### src/rtl/rope_render_sched_if.sv
// rtl/rope_render_sched_if.sv - bundle of VGA, rope core and render signals around the scheduler
interface rope_render_sched_if #(
    parameter int N_NODES = 20
);
    logic [9:0]            pix_x;
    logic [9:0]            pix_y;
    logic [10*N_NODES-1:0] nodes_x;
    logic [10*N_NODES-1:0] nodes_y;
    logic                  step_done;
    logic                  step_req;
    logic [10*N_NODES-1:0] shadow_x;
    logic [10*N_NODES-1:0] shadow_y;
    logic [N_NODES-1:0]    row_mask;
    logic [15:0]           frame_cnt;
    logic                  overrun;

    // Drives timing, live node positions and step completion; observes the scheduler
    modport master (
        output pix_x, pix_y, nodes_x, nodes_y, step_done,
        input  step_req, shadow_x, shadow_y, row_mask, frame_cnt, overrun
    );

    // The scheduler itself
    modport slave (
        input  pix_x, pix_y, nodes_x, nodes_y, step_done,
        output step_req, shadow_x, shadow_y, row_mask, frame_cnt, overrun
    );
endinterface

### src/rtl/rope_render_sched.sv
// rtl/rope_render_sched.sv - per-frame physics step request, shadow snapshot and per-line row candidate scan
module rope_render_sched #(
    parameter int N_NODES  = 20,
    parameter int RADIUS   = 10,
    parameter int H_ACTIVE = 640,
    parameter int V_ACTIVE = 480,
    parameter int V_TOTAL  = 525
) (
    input  logic               clk_i,
    input  logic               reset_i,
    rope_render_sched_if.slave bus
);

    localparam int                IDX_W    = (N_NODES > 1) ? $clog2(N_NODES) : 1;
    localparam logic [9:0]        H_ACT    = 10'(H_ACTIVE);
    localparam logic [9:0]        V_ACT    = 10'(V_ACTIVE);
    localparam logic [9:0]        V_PRE    = 10'(V_ACTIVE - 1);
    localparam logic [9:0]        V_LAST   = 10'(V_TOTAL - 1);
    localparam logic [IDX_W-1:0]  IDX_LAST = IDX_W'(N_NODES - 1);
    localparam logic [10:0]       RAD      = 11'(RADIUS);

    typedef enum logic [1:0] {F_IDLE, F_WAIT, F_COPY} frame_state_t;
    typedef enum logic [1:0] {S_IDLE, S_SCAN, S_PUB} scan_state_t;

    frame_state_t fstate_q, fstate_d;
    scan_state_t  sstate_q, sstate_d;

    logic [9:0]            pix_x_q, pix_y_q;
    logic                  step_req_q, step_req_d;
    logic [15:0]           frame_cnt_q, frame_cnt_d;
    logic                  overrun_q, overrun_d;
    logic                  shadow_load;
    logic [10*N_NODES-1:0] shadow_x_q, shadow_y_q;

    logic [IDX_W-1:0]      idx_q, idx_d;
    logic [N_NODES-1:0]    work_q, work_d;
    logic [N_NODES-1:0]    row_mask_q, row_mask_d;
    logic [9:0]            next_row_q, next_row_d;

    logic                  pix_changed;
    logic                  vbs_trig;
    logic                  line_trig;
    logic                  wrap_line;
    logic                  timeout;
    logic [9:0]            next_row_in;
    logic [9:0]            sel_y;
    logic signed [10:0]    dy;
    logic [10:0]           dy_abs;
    logic                  node_hit;

    // Previous pixel position; 3FF makes the first post-reset position count as a change
    always_ff @(posedge clk_i or posedge reset_i) begin
        if (reset_i) begin
            pix_x_q <= 10'h3FF;
            pix_y_q <= 10'h3FF;
        end else begin
            pix_x_q <= bus.pix_x;
            pix_y_q <= bus.pix_y;
        end
    end

    // Edge-qualified triggers: a held pixel fires once, on its first clk
    always_comb begin
        pix_changed = (bus.pix_x != pix_x_q) || (bus.pix_y != pix_y_q);
        wrap_line   = (bus.pix_y == V_LAST);
        vbs_trig    = pix_changed && (bus.pix_y == V_ACT) && (bus.pix_x == 10'd0);
        line_trig   = pix_changed && (bus.pix_x == H_ACT) && ((bus.pix_y < V_PRE) || wrap_line);
        timeout     = line_trig && wrap_line;
        next_row_in = wrap_line ? 10'd0 : bus.pix_y + 10'd1;
    end

    // Frame FSM state register
    always_ff @(posedge clk_i or posedge reset_i) begin
        if (reset_i) fstate_q <= F_IDLE;
        else         fstate_q <= fstate_d;
    end

    // Frame FSM next state; step_done beats the row-0 deadline when both arrive together
    always_comb begin
        fstate_d = fstate_q;
        case (fstate_q)
            F_IDLE: if (vbs_trig) fstate_d = F_WAIT;
            F_WAIT: begin
                if (bus.step_done)  fstate_d = F_COPY;
                else if (timeout)   fstate_d = F_IDLE;
            end
            F_COPY: fstate_d = F_IDLE;
            default: fstate_d = F_IDLE;
        endcase
    end

    // Frame FSM outputs: step request, frame count, sticky overrun, snapshot strobe
    always_comb begin
        step_req_d  = step_req_q;
        frame_cnt_d = frame_cnt_q;
        overrun_d   = overrun_q;
        shadow_load = 1'b0;
        case (fstate_q)
            F_IDLE: begin
                if (vbs_trig) begin
                    step_req_d  = 1'b1;
                    frame_cnt_d = frame_cnt_q + 16'd1;
                end
            end
            F_WAIT: begin
                if (bus.step_done) begin
                    step_req_d = 1'b0;
                end else if (timeout) begin
                    step_req_d = 1'b0;
                    overrun_d  = 1'b1;
                end
            end
            F_COPY: shadow_load = 1'b1;
            default: ;
        endcase
    end

    // Frame-side registers, including the tear-free node snapshot
    always_ff @(posedge clk_i or posedge reset_i) begin
        if (reset_i) begin
            step_req_q  <= 1'b0;
            frame_cnt_q <= 16'd0;
            overrun_q   <= 1'b0;
            shadow_x_q  <= '0;
            shadow_y_q  <= '0;
        end else begin
            step_req_q  <= step_req_d;
            frame_cnt_q <= frame_cnt_d;
            overrun_q   <= overrun_d;
            if (shadow_load) begin
                shadow_x_q <= bus.nodes_x;
                shadow_y_q <= bus.nodes_y;
            end
        end
    end

    // Distance test for the node currently addressed by the scan index
    always_comb begin
        sel_y    = shadow_y_q[idx_q*10 +: 10];
        dy       = $signed({1'b0, sel_y}) - $signed({1'b0, next_row_q});
        dy_abs   = dy[10] ? 11'(-dy) : 11'(dy);
        node_hit = (dy_abs <= RAD);
    end

    // Row scan FSM state register
    always_ff @(posedge clk_i or posedge reset_i) begin
        if (reset_i) sstate_q <= S_IDLE;
        else         sstate_q <= sstate_d;
    end

    // Row scan next state; a LINE trigger always (re)starts the scan
    always_comb begin
        sstate_d = sstate_q;
        if (line_trig) begin
            sstate_d = S_SCAN;
        end else begin
            case (sstate_q)
                S_SCAN: if (idx_q == IDX_LAST) sstate_d = S_PUB;
                S_PUB:  sstate_d = S_IDLE;
                default: sstate_d = S_IDLE;
            endcase
        end
    end

    // Row scan datapath: one node per cycle into the working mask, then publish
    always_comb begin
        idx_d      = idx_q;
        work_d     = work_q;
        row_mask_d = row_mask_q;
        next_row_d = next_row_q;
        if (line_trig) begin
            next_row_d = next_row_in;
            idx_d      = '0;
            work_d     = '0;
        end else begin
            case (sstate_q)
                S_SCAN: begin
                    work_d = work_q | (N_NODES'(node_hit) << idx_q);
                    idx_d  = idx_q + IDX_W'(1);
                end
                S_PUB:  row_mask_d = work_q;
                default: ;
            endcase
        end
    end

    // Row scan registers
    always_ff @(posedge clk_i or posedge reset_i) begin
        if (reset_i) begin
            idx_q      <= '0;
            work_q     <= '0;
            row_mask_q <= '0;
            next_row_q <= '0;
        end else begin
            idx_q      <= idx_d;
            work_q     <= work_d;
            row_mask_q <= row_mask_d;
            next_row_q <= next_row_d;
        end
    end

    assign bus.step_req  = step_req_q;
    assign bus.frame_cnt = frame_cnt_q;
    assign bus.overrun   = overrun_q;
    assign bus.shadow_x  = shadow_x_q;
    assign bus.shadow_y  = shadow_y_q;
    assign bus.row_mask  = row_mask_q;

endmodule
### src/flat_wrapper.sv
// flat-port wrapper written by rule: the top's interface ports become plain ports
module rope_render_sched_flat 
#(
    parameter int N_NODES  = 20,
    parameter int RADIUS   = 10,
    parameter int H_ACTIVE = 640,
    parameter int V_ACTIVE = 480,
    parameter int V_TOTAL  = 525
)
  (clk_i, reset_i, bus_pix_x, bus_pix_y, bus_nodes_x, bus_nodes_y, bus_step_done, bus_step_req, bus_shadow_x, bus_shadow_y, bus_row_mask, bus_frame_cnt, bus_overrun);
  rope_render_sched_if #(.N_NODES(N_NODES)) bus_i ();
  input  logic clk_i;
  input  logic reset_i;
  input wire logic [$bits(bus_i.pix_x)-1:0] bus_pix_x;
  input wire logic [$bits(bus_i.pix_y)-1:0] bus_pix_y;
  input wire logic [$bits(bus_i.nodes_x)-1:0] bus_nodes_x;
  input wire logic [$bits(bus_i.nodes_y)-1:0] bus_nodes_y;
  input wire logic [$bits(bus_i.step_done)-1:0] bus_step_done;
  output wire logic [$bits(bus_i.step_req)-1:0] bus_step_req;
  output wire logic [$bits(bus_i.shadow_x)-1:0] bus_shadow_x;
  output wire logic [$bits(bus_i.shadow_y)-1:0] bus_shadow_y;
  output wire logic [$bits(bus_i.row_mask)-1:0] bus_row_mask;
  output wire logic [$bits(bus_i.frame_cnt)-1:0] bus_frame_cnt;
  output wire logic [$bits(bus_i.overrun)-1:0] bus_overrun;
  assign bus_i.pix_x = bus_pix_x;
  assign bus_i.pix_y = bus_pix_y;
  assign bus_i.nodes_x = bus_nodes_x;
  assign bus_i.nodes_y = bus_nodes_y;
  assign bus_i.step_done = bus_step_done;
  assign bus_step_req = bus_i.step_req;
  assign bus_shadow_x = bus_i.shadow_x;
  assign bus_shadow_y = bus_i.shadow_y;
  assign bus_row_mask = bus_i.row_mask;
  assign bus_frame_cnt = bus_i.frame_cnt;
  assign bus_overrun = bus_i.overrun;
  rope_render_sched #(.N_NODES(N_NODES), .RADIUS(RADIUS), .H_ACTIVE(H_ACTIVE), .V_ACTIVE(V_ACTIVE), .V_TOTAL(V_TOTAL)) u_core (.clk_i(clk_i), .reset_i(reset_i), .bus(bus_i));
endmodule
### config.mk
export PLATFORM = sky130hd
export DESIGN_NAME = rope_render_sched_flat
export DESIGN_NICKNAME = d
export VERILOG_FILES = /design/src/rtl/rope_render_sched_if.sv /design/src/rtl/rope_render_sched.sv /design/src/flat_wrapper.sv
export SDC_FILE = /design/constraint.sdc
export NUM_CORES = 1
export LEC_CHECK = 0
export CORE_AREA = 4 4 329 331
export DETAILED_ROUTE_END_ITERATION = 12
export DIE_AREA = 0 0 333 335
export PLACE_DENSITY_LB_ADDON = 0.2
export SLEW_MARGIN = 20
export SYNTH_ARGS = -nofsm -noshare
export SYNTH_HDL_FRONTEND = slang
export SYNTH_SLANG_ARGS = --single-unit
### constraint.sdc
create_clock -name clk_i -period 21 [get_ports clk_i]
set_input_delay 4.2 -clock clk_i [delete_from_list [all_inputs] [get_ports clk_i]]
set_output_delay 4.2 -clock clk_i [all_outputs]
set_load 0.005 [all_outputs]
==> results of run 1 <==
-- cells in the mapped netlist, drive strengths merged (13+ instances only) --
cell and instances:
mux4 58, dfrtp 477, xnor2 22, ha 14, nand2 60, nand3 15
inv 20, xor2 31, o21ai 25, nor2 29, clkbuf 71, mux2 423
a21oi 13, dfstp 20
-- flip-flops by register name, indices dropped and copies added (netlist names), 2 cells and up --
name	flops
u_core.pix_y_q	10
u_core.bus.frame_cnt	16
u_core.next_row_q	10
u_core.bus.shadow_y	200
u_core.bus.row_mask	20
u_core.idx_q	5
u_core.bus.shadow_x	200
u_core.fstate_q	2
u_core.work_q	20
u_core.pix_x_q	10
u_core.sstate_q	2
-- critical path, delay by kind of cell --
family | cells | cell delay [ps]
and+or+nand+nor | 4 | 1320
adders and majority gates | 1 | 210
buffers and inverters | 3 | 1120
AOI/OAI and AO/OA | 4 | 770
-- metrics by stage --
step	cells	hold slack, ps	utilization, %
finish	3745	485.5	32.03
global route	3737	512.5	32.01
CTS	3736	488.5	32.01
detailed placement	3621	479.5	29.99
global placement	3621	469.5	29.98
floorplan	1433	444.6	-
-- cells by family (layout without fill, tap and decap cells) --
group	after synthesis	in the layout	share of synthesized area (%)
other	0	9	0
adders and majority gates	15	15	0.9160
xor gates and xnor gates	53	53	2.178
buffers and inverters	100	1012	1.850
DFF	497	497	58.48
AOI/OAI and AO/OA	98	98	3.382
muxes	486	486	28.72
and+or+nand+nor	184	184	4.474
-- routing by layer --
metal  vias to the layer above  wire [µm]  track usage [%]
li1                       6936          -                -
met1                      8043      39030            20.27
met2                       548      49710            29.85
met3                       101       6555            5.195
met4                        12       1426            2.971
met5                         -         70                0
-- report_power, final --
part	internal [W]	switching, W	leakage, nW
registers	0.00101	0.0000504	5.91
logic	0.000401	0.000415	6.52
clock network	0.000664	0.000453	1.05
-- placed cells by master (no fill, tap or decap), types with 9 or more instances in the layout --
cell type	n
o31ai_1	10
a21oi_1	13
mux2_2	423
clkinv_2	9
clkbuf_1	17
diode_2	9
dfrtp_1	475
and2_1	10
nand3_1	15
inv_1	19
a22o_1	9
ha_1	14
o21ai_0	14
dfstp_2	20
clkbuf_8	10
clkdlybuf4s50_1	860
o21ai_1	11
buf_4	14
nand4_1	10
xor2_1	31
nor2_1	29
mux4_2	58
nor2b_1	10
clkbuf_16	67
nand2_1	60
xnor2_1	22
-- cell type report --
| class | instances | area (µm²) |
|---|---|---|
| diodes | 9 | 22.52 |
| clock buffers | 94 | 1878 |
| clock inverters | 21 | 242.7 |
| fillers | 10520 | 71450 |
| inverters | 20 | 82.58 |
| multi-input cells | 836 | 8478 |
| flip-flops and latches | 497 | 12470 |
| well taps | 1391 | 1740 |
| repair buffers | 877 | 8756 |
-- worst min-delay path by stage --
| stage | start | slack (ps) | end |
|---|---|---|---|
| floorplan | u_core.work_q[10] | 440 | u_core.work_q[10] |
| global placement | u_core.next_row_q[9] | 470 | u_core.next_row_q[9] |
| detailed placement | u_core.next_row_q[9] | 480 | u_core.next_row_q[9] |
| CTS | u_core.bus.frame_cnt[15] | 490 | u_core.bus.frame_cnt[15] |
| global route | u_core.work_q[6] | 510 | u_core.work_q[6] |
| finish | u_core.work_q[14] | 490 | u_core.work_q[14] |
==> metrics, run 1 <==
most used cell along the critical path o211ai_1; Ports 861; Post-Syn Instances 1433; Clock Latency Late Sink 620 ps; area of the mapped netlist 21310 µm²; synthesized area per cell 14.87 µm²; HPWL Detailed 76760 µm; grt ovf 0; Post-CTS Resized 0; initial antenna violation count 31; Via-to-Cell Ratio 4.176; first-pass GRT wire length 135200 µm; share of cells above drive strength 1 26.95%; Critical Path Fanout Max 45; Post-synth EDFFs 0; crit-path cells clkdlybuf4s50_1 > inv_1 > ha_1 > and4b_1 > nand4b_1 > o211ai_1 > o2111ai_4 > buf_4 > o211ai_1 > nor4_1 > or4b_4 > o31ai_1; DRC violations left 0; Iter 0 DRT Violations 693; Hold WC Path Type reg2reg; final setup violation count 0; Async SR Flop Fraction 100.0%; FF-to-FF setup slack 14570 ps; cell leakage power 13.48 nW; pre-CTS setup slack 13130 ps; Die W 333 µm; largest area contributor in the netlist dfrtp_1; unrepaired setup endpoints after global routing false; Clock Tree Root clkbuf_16; Final Max Tran Viols 0; reg-to-reg startpoint u_core.idx_q[0]; Chip Height 335 µm; Syn-to-layout area delta 58.01%; Ys Warns 0; Hold Fails Final Rpt 0; Initial Util 20.27%; Placeable Area 105100 µm²; post-DR wirelength/cell 25.85 µm; Reg clk slew, reported paths 50 ps; Longest Clk Path Bufs 3; worst r2r path cells 14; Syn Nets 1871; Crit path required time 21500 ps; Final min period 7177 ps; top-area cell type share of the netlist area 56.02%; vias in the first global route 17500; CTS tree built; CP max-delay cell or4b_4; Seq/Total Area, Yosys 58.48%; arrival time at the worst endpoint 7670 ps; Rows 119; RR Endpoint u_core.work_q[3]; crit path to u_core.work_q[3]; critical path's largest stage delay 630 ps; CTS Sinks 497; CTS Hold Bufs 0; die area 111600 µm²; synth unique cells 67; routed vias 15640; Setup Buffers After CTS 0; Sum Neg Setup Slack 0 ps; outcome completed; DP Area 31520 µm²; DRT Wirelength 96800 µm; final worst-path cycle share 34.18%; Finished Cell Area 33670 µm²; largest net degree at the start of global routing 164; Routed Antenna Nets 0; Tot GR Track Use 16.82%; CP Class in2reg; Worst-Margin Slew 1106 ps; Nets 2736; max frequency 139.3 MHz; Final WS setup 13820 ps; Pwr Density 88.80 nW/µm²; relative slew slack 26.30%; CTS Buf Count 66; FF+latch count, synth 497; Max VDD drop 54.34 µV; Hold Path Stages 2; Worst setup SP type primary input; Crit. End Element flip-flop; H-tree depth 3; maximum capacitance violations 0; Area contributors post-synth dfrtp_1, mux2_2, mux4_2; I/O Buffers 860; Final GP Congestion 0.8558; Tot Pwr 0.002990 W; DRT Pass-1 Iters 4; clk_skew 25.88 ps; critical path launch point bus_pix_y[0]; Top FF cell, synth dfrtp_1
No activity file was read; power rests on OpenSTA's default activity.
==> run 2, diff against run 1 <==
==> constraint.sdc (replaced) <==
create_clock -name clk_i -period 6.85 [get_ports clk_i]
set_input_delay 1.37 -clock clk_i [delete_from_list [all_inputs] [get_ports clk_i]]
set_output_delay 1.37 -clock clk_i [all_outputs]
set_load 0.005 [all_outputs]
==> run 2 against run 1 <==
Compared with the run above: largest power group unchanged; core utilization rose by 0.055 points; die area unchanged; clock-buffer cell count increased by 9; wire length is 3.7% higher; sequential share of layout area shrank 0.063 points; flip-flop and latch count unchanged.
==> metrics, run 2 (synthesized netlist as in run 1, its figures left out) <==
Placeable Area 105100 µm² (unchanged); final setup violation count 0 (unchanged); Hold Fails Final Rpt 0 (unchanged); max frequency 178.2 MHz; Sw Pwr 0.002737 W (was 0.0009189 W); pre-CTS setup slack 1154 ps (was 13130 ps); RR Endpoint u_core.work_q[6] (was u_core.work_q[3]); relative slew slack 27.19% (was 26.30%); vias in the first global route 17440 (was 17500); CTS Sinks 497 (unchanged); unrepaired setup endpoints after global routing false (unchanged); final worst-path cycle share 81.91%; CTS tree built (unchanged); reg-to-reg startpoint u_core.idx_q[0] (unchanged); Hold WC Path Type reg2reg (unchanged); Post-CTS Resized 0 (unchanged); I/O Buffers 860 (unchanged); clk_skew 32.08 ps (was 25.88 ps); Die W 333 µm (unchanged); Syn-to-layout area delta 58.28% (was 58.01%); Sw Share 30.19% (was 30.74%); arrival time at the worst endpoint 6120 ps (was 7670 ps); DRT Pass-1 Iters 5 (was 4); Ports 861 (unchanged); FF-to-FF setup slack 1240 ps (was 14570 ps); Max VDD drop 148.1 µV (was 54.34 µV); crit path to u_core.work_q[6] (was u_core.work_q[3]); final hold slack 478.8 ps (was 485.5 ps); Final WS setup 1239 ps (was 13820 ps); Worst-Margin Slew 1092 ps (was 1106 ps); Chip Height 335 µm (unchanged); Initial Util 20.27% (unchanged); Worst setup SP type flip-flop (was primary input); final core occ 32.09% (was 32.03%); die area 111600 µm² (unchanged); Final GP Congestion 0.8536 (was 0.8558); maximum capacitance violations 0 (unchanged); Crit. End Element flip-flop (unchanged); largest net degree at the start of global routing 160 (was 164); Setup Buffers After CTS 0 (unchanged); Iter 0 DRT Violations 627 (was 693); Pint 0.006331 W (was 0.002071 W); Pwr Density 268.9 nW/µm² (was 88.80 nW/µm²); Logic pwr share 25.4% (was 27.3%); Tot Pwr 0.009068 W (was 0.002990 W); cell leakage power 13.48 nW (about the same); Clock Latency Late Sink 620 ps (about the same); Final Max Tran Viols 0 (unchanged); worst r2r path cells 15 (was 14); post-DR wirelength/cell 26.79 µm (was 25.85 µm); Clk pwr share 37.6% (was 37.4%); most common cell after layout, fill and taps aside clkdlybuf4s50_1 (unchanged); routed vias 15880 (was 15640); Critical Path Fanout Max 37 (was 45); Nets 2735 (was 2736); Routed Antenna Nets 0 (unchanged); Rows 119 (unchanged); critical path launch point u_core.idx_q[0] (was bus_pix_y[0]); Via-to-Cell Ratio 4.236 (was 4.176); Sequential Power Share 37.0% (was 35.3%); grt ovf 0 (unchanged); H-tree depth 3 (unchanged); CTS Buf Count 66 (unchanged); most frequent cells in the layout clkdlybuf4s50_1, dfrtp_1, mux2_2, clkbuf_16, nand2_1 (unchanged); DRT Wirelength 100400 µm (was 96800 µm); first-pass GRT wire length 138500 µm (was 135200 µm); outcome completed (unchanged); Clock Tree Root clkbuf_16 (unchanged); Reg clk slew, reported paths 50 ps (about the same); CTS Hold Bufs 0 (unchanged); DRC violations left 0 (unchanged); share of cells above drive strength 1 26.81% (was 26.95%); Sum Neg Setup Slack 0 ps (unchanged); Tot GR Track Use 17.40% (was 16.82%); CP Class reg2reg (was in2reg); initial antenna violation count 33 (was 31); Crit path required time 7360 ps (was 21500 ps); Final min period 5611 ps; Longest Clk Path Bufs 3 (unchanged); HPWL Detailed 80370 µm (was 76760 µm)
run 2: changes by cell type in the layout (fill, tap and decap cells not counted), sizes merged:
cell / change
clkbuf: +9
inv: -5
bufinv: -2
clkinv: -2
clkinvlp: +2
diode: +2
buf: -1
run 2: how the worst min path moves through the flow:
stage | from | to | cells after the start
detailed placement | u_core.work_q[3] | u_core.work_q[3] | 2
CTS | u_core.bus.frame_cnt[15] | u_core.bus.frame_cnt[15] | 1
finish | u_core.bus.frame_cnt[15] | u_core.bus.frame_cnt[15] | 1
floorplan | u_core.work_q[10] | u_core.work_q[10] | 2
global placement | u_core.bus.frame_cnt[15] | u_core.bus.frame_cnt[15] | 1
global route | u_core.work_q[3] | u_core.work_q[3] | 2
run 2: stage by stage:
step	instances	instance area, µm²
after floorplan	1433	21310
after global placement	3620	31570
after detailed placement	3620	31570
after CTS	3737	33700
after global routing	3738	33700
final	3748	33730
run 2: area by class of cell:
type / count / area [µm²]
tap: 1391 / 1740
timing repair buffer: 876 / 8803
clock inverter: 14 / 156.4
multi-input combinational: 836 / 8478
fill: 10550 / 71390
inverter: 20 / 78.83
sequential: 497 / 12470
antenna: 11 / 27.53
clock buffer: 103 / 1973
run 2: worst max-delay path, stage by stage (launching register included):
cell      delay (ps)
dfrtp_4          970
mux4_2           640
mux2i_1          280
nor2_1            80
a21oi_1          130
o22a_1           210
inv_1             70
ha_1             360
nor2b_1          390
o22ai_4          180
xnor2_1          240
or4_4            620
a221oi_2         230
o21ai_1          120
or4b_4           670
o31ai_1          300
run 2: routing by layer:
| layer | routed length, µm | part of all wire, % | vias to the layer above | GRT usage (%) |
|---|---|---|---|---|
| met2 | 50650 | 50 | 600 | 30.42 |
| met3 | 7395 | 7.4 | 142 | 5.883 |
| li1 | - | - | 6962 | - |
| met5 | 138 | 0.14 | - | 0 |
| met4 | 2860 | 2.8 | 20 | 4.902 |
| met1 | 39370 | 39 | 8154 | 20.30 |
run 2: power groups by stage:
stage                     clock, W  combinational (W)  sequential (W)
after floorplan                  0            0.00142         0.00322
after global placement           0            0.00226         0.00341
after detailed placement         0            0.00232         0.00342
after CTS                  0.00355            0.00233         0.00337
after global routing       0.00365            0.00247         0.00338
final                      0.00341            0.00231         0.00335
==> run 3, diff against run 2 <==
==> constraint.sdc (replaced) <==
create_clock -name clk_i -period 5.2 [get_ports clk_i]
set_input_delay 1.04 -clock clk_i [delete_from_list [all_inputs] [get_ports clk_i]]
set_output_delay 1.04 -clock clk_i [all_outputs]
set_load 0.005 [all_outputs]
==> run 3 against run 2 <==
Compared with the run above: first-iteration DRC count decreased by 9.1%; core utilization increased by 0.55 points; critical path depth decreased by 2; clock-buffer cell count decreased by 7; highest routed layer unchanged; maximum frequency increased by 11%; sequential share of layout area decreased by 0.62 points.
==> metrics, run 3 (synthesized netlist as in run 1, its figures left out) <==
unrepaired setup endpoints after global routing true (was false); DP Area 31800 µm² (was 31570 µm²); Hold Fails Final Rpt 0 (unchanged); Chip Height 335 µm (unchanged); post-DR wirelength/cell 25.69 µm (was 26.79 µm); Worst setup SP type flip-flop (unchanged); Initial Util 20.27% (unchanged); Placeable Area 105100 µm² (unchanged); largest net degree at the start of global routing 133 (was 160); final setup violation count 0 (unchanged); Tot GR Track Use 16.70% (was 17.40%); cell leakage power 13.75 nW (was 13.48 nW); Hold WC Path Type reg2reg (unchanged); CTS tree built (unchanged); final worst-path cycle share 97.63% (was 81.91%); pre-CTS setup slack -19.94 ps (was 1154 ps); Crit path required time 5710 ps (was 7360 ps); routed vias 15940 (was 15880); Max VDD drop 177.8 µV (was 148.1 µV); DRT Pass-1 Iters 4 (was 5); relative slew slack 46.00% (was 27.19%); most common cell after layout, fill and taps aside clkdlybuf4s50_1 (unchanged); Routed Antenna Nets 0 (unchanged); grt ovf 0 (unchanged); Critical Path Fanout Max 13 (was 37); Final GP Congestion 0.8289 (was 0.8536); H-tree depth 3 (unchanged); Reg clk slew, reported paths 60 ps (was 50 ps); Pwr Density 367.8 nW/µm² (was 268.9 nW/µm²); die area 111600 µm² (unchanged); Nets 2777 (was 2735); Ports 861 (unchanged); initial antenna violation count 25 (was 33); Clock Tree Root clkbuf_16 (unchanged); Worst-Margin Slew 810.0 ps (was 1092 ps); clk_skew 40.80 ps (was 32.08 ps); CP Class reg2reg (unchanged); HPWL Detailed 77280 µm (was 80370 µm); share of cells above drive strength 1 28.88% (was 26.81%); CTS Buf Count 67 (was 66); first-pass GRT wire length 135400 µm (was 138500 µm); Final Max Tran Viols 0 (unchanged); arrival time at the worst endpoint 5580 ps (was 6120 ps); Via-to-Cell Ratio 4.207 (was 4.236); Sum Neg Setup Slack 0 ps (unchanged); CTS Sinks 497 (unchanged); DRC violations left 0 (unchanged); Syn-to-layout area delta 60.98% (was 58.28%); maximum capacitance violations 0 (unchanged); max frequency 197.0 MHz (was 178.2 MHz); I/O Buffers 860 (unchanged); outcome completed (unchanged); Final min period 5077 ps (was 5611 ps); area of the multi-input gates 8642 µm² (was 8478 µm²); DRT Wirelength 97330 µm (was 100400 µm); Die W 333 µm (unchanged); vias in the first global route 17540 (was 17440); Seq. cell area 12470 µm² (unchanged); Fill cells 10520 (was 10550); Rows 119 (unchanged); Clock Latency Late Sink 640 ps (was 620 ps); Longest Clk Path Bufs 3 (unchanged); Final WS setup 123.5 ps (was 1239 ps); Iter 0 DRT Violations 570 (was 627); most frequent cells in the layout clkdlybuf4s50_1, dfrtp_1, mux2_2, clkbuf_16, nand2_1 (unchanged); Finished Cell Area 34300 µm² (was 33730 µm²); Crit. End Element flip-flop (unchanged)
-- run 3: what timing repair did --
action / in CTS / in global routing
hold buffers: 0 / 0
hold endpoints to repair: 0 / 0
resized for setup: 2 / 31
pin swaps: 0 / 18
setup buffers: 0 / 11
gates cloned: 0 / 4
setup endpoints to repair: 7 / 20
-- run 3: metrics by stage --
step | std cells | hold WS, ps | total power (W) | util, %
after floorplan | 1433 | 444.6 | 0.006116 | -
after CTS | 3762 | 474.7 | 0.01252 | 32.32
final | 3788 | 466.9 | 0.01262 | 32.63
after global placement | 3646 | 462.2 | 0.007754 | 30.25
after detailed placement | 3646 | 461.3 | 0.007818 | 30.25
after global routing | 3779 | 511.1 | 0.01328 | 32.61
-- run 3: final cells by class --
type	instances	share of cell area, %
clock inverters	20	0.8462
flip-flops and latches	497	36.35
inverters	20	0.2298
repair buffers	915	26.76
well taps	1391	5.073
multi-input cells	838	25.19
diodes	11	0.08024
clock buffers	96	5.471
-- run 3: worst paths after layout --
kind	startpoint	to	slack [ps]	cells past startpoint
min	u_core.bus.overrun	u_core.bus.overrun	470	2
max reg2reg	u_core.idx_q[0]	u_core.work_q[10]	120	13
max	u_core.idx_q[0]	u_core.work_q[10]	120	13
min reg2reg	u_core.bus.overrun	u_core.bus.overrun	470	2
min in group asynchronous	reset_i	u_core.bus.shadow_x[124]	820	2
max in group asynchronous	reset_i	u_core.bus.shadow_y[198]	3200	3
-- run 3: routing by layer --
metal / track usage (%) / vias up / part of all wire (%)
met5: 0 / - / 0.12
met4: 4.267 / 18 / 2.2
met3: 5.513 / 126 / 7.0
met2: 30.21 / 513 / 52
met1: 18.92 / 8230 / 38
li1: - / 7048 / -
-- run 3: worst max-delay path: stages (launching register included) --
cell	delay [ps]
dfrtp_4	470
buf_16	200
mux4_2	580
mux4_2	480
a22o_1	250
ha_1	380
buf_4	190
a221oi_2	240
o211ai_1	160
a2111o_1	500
o41ai_4	430
xnor2_2	180
or4b_4	660
o31ai_2	210
-- run 3: power breakdown --
part | leakage [nW] | internal (W) | switching, W | total, W
registers | 5.91 | 0.00406 | 0.000153 | 0.00422
logic | 6.79 | 0.00195 | 0.00190 | 0.00385
clock network | 1.05 | 0.00273 | 0.00182 | 0.00455
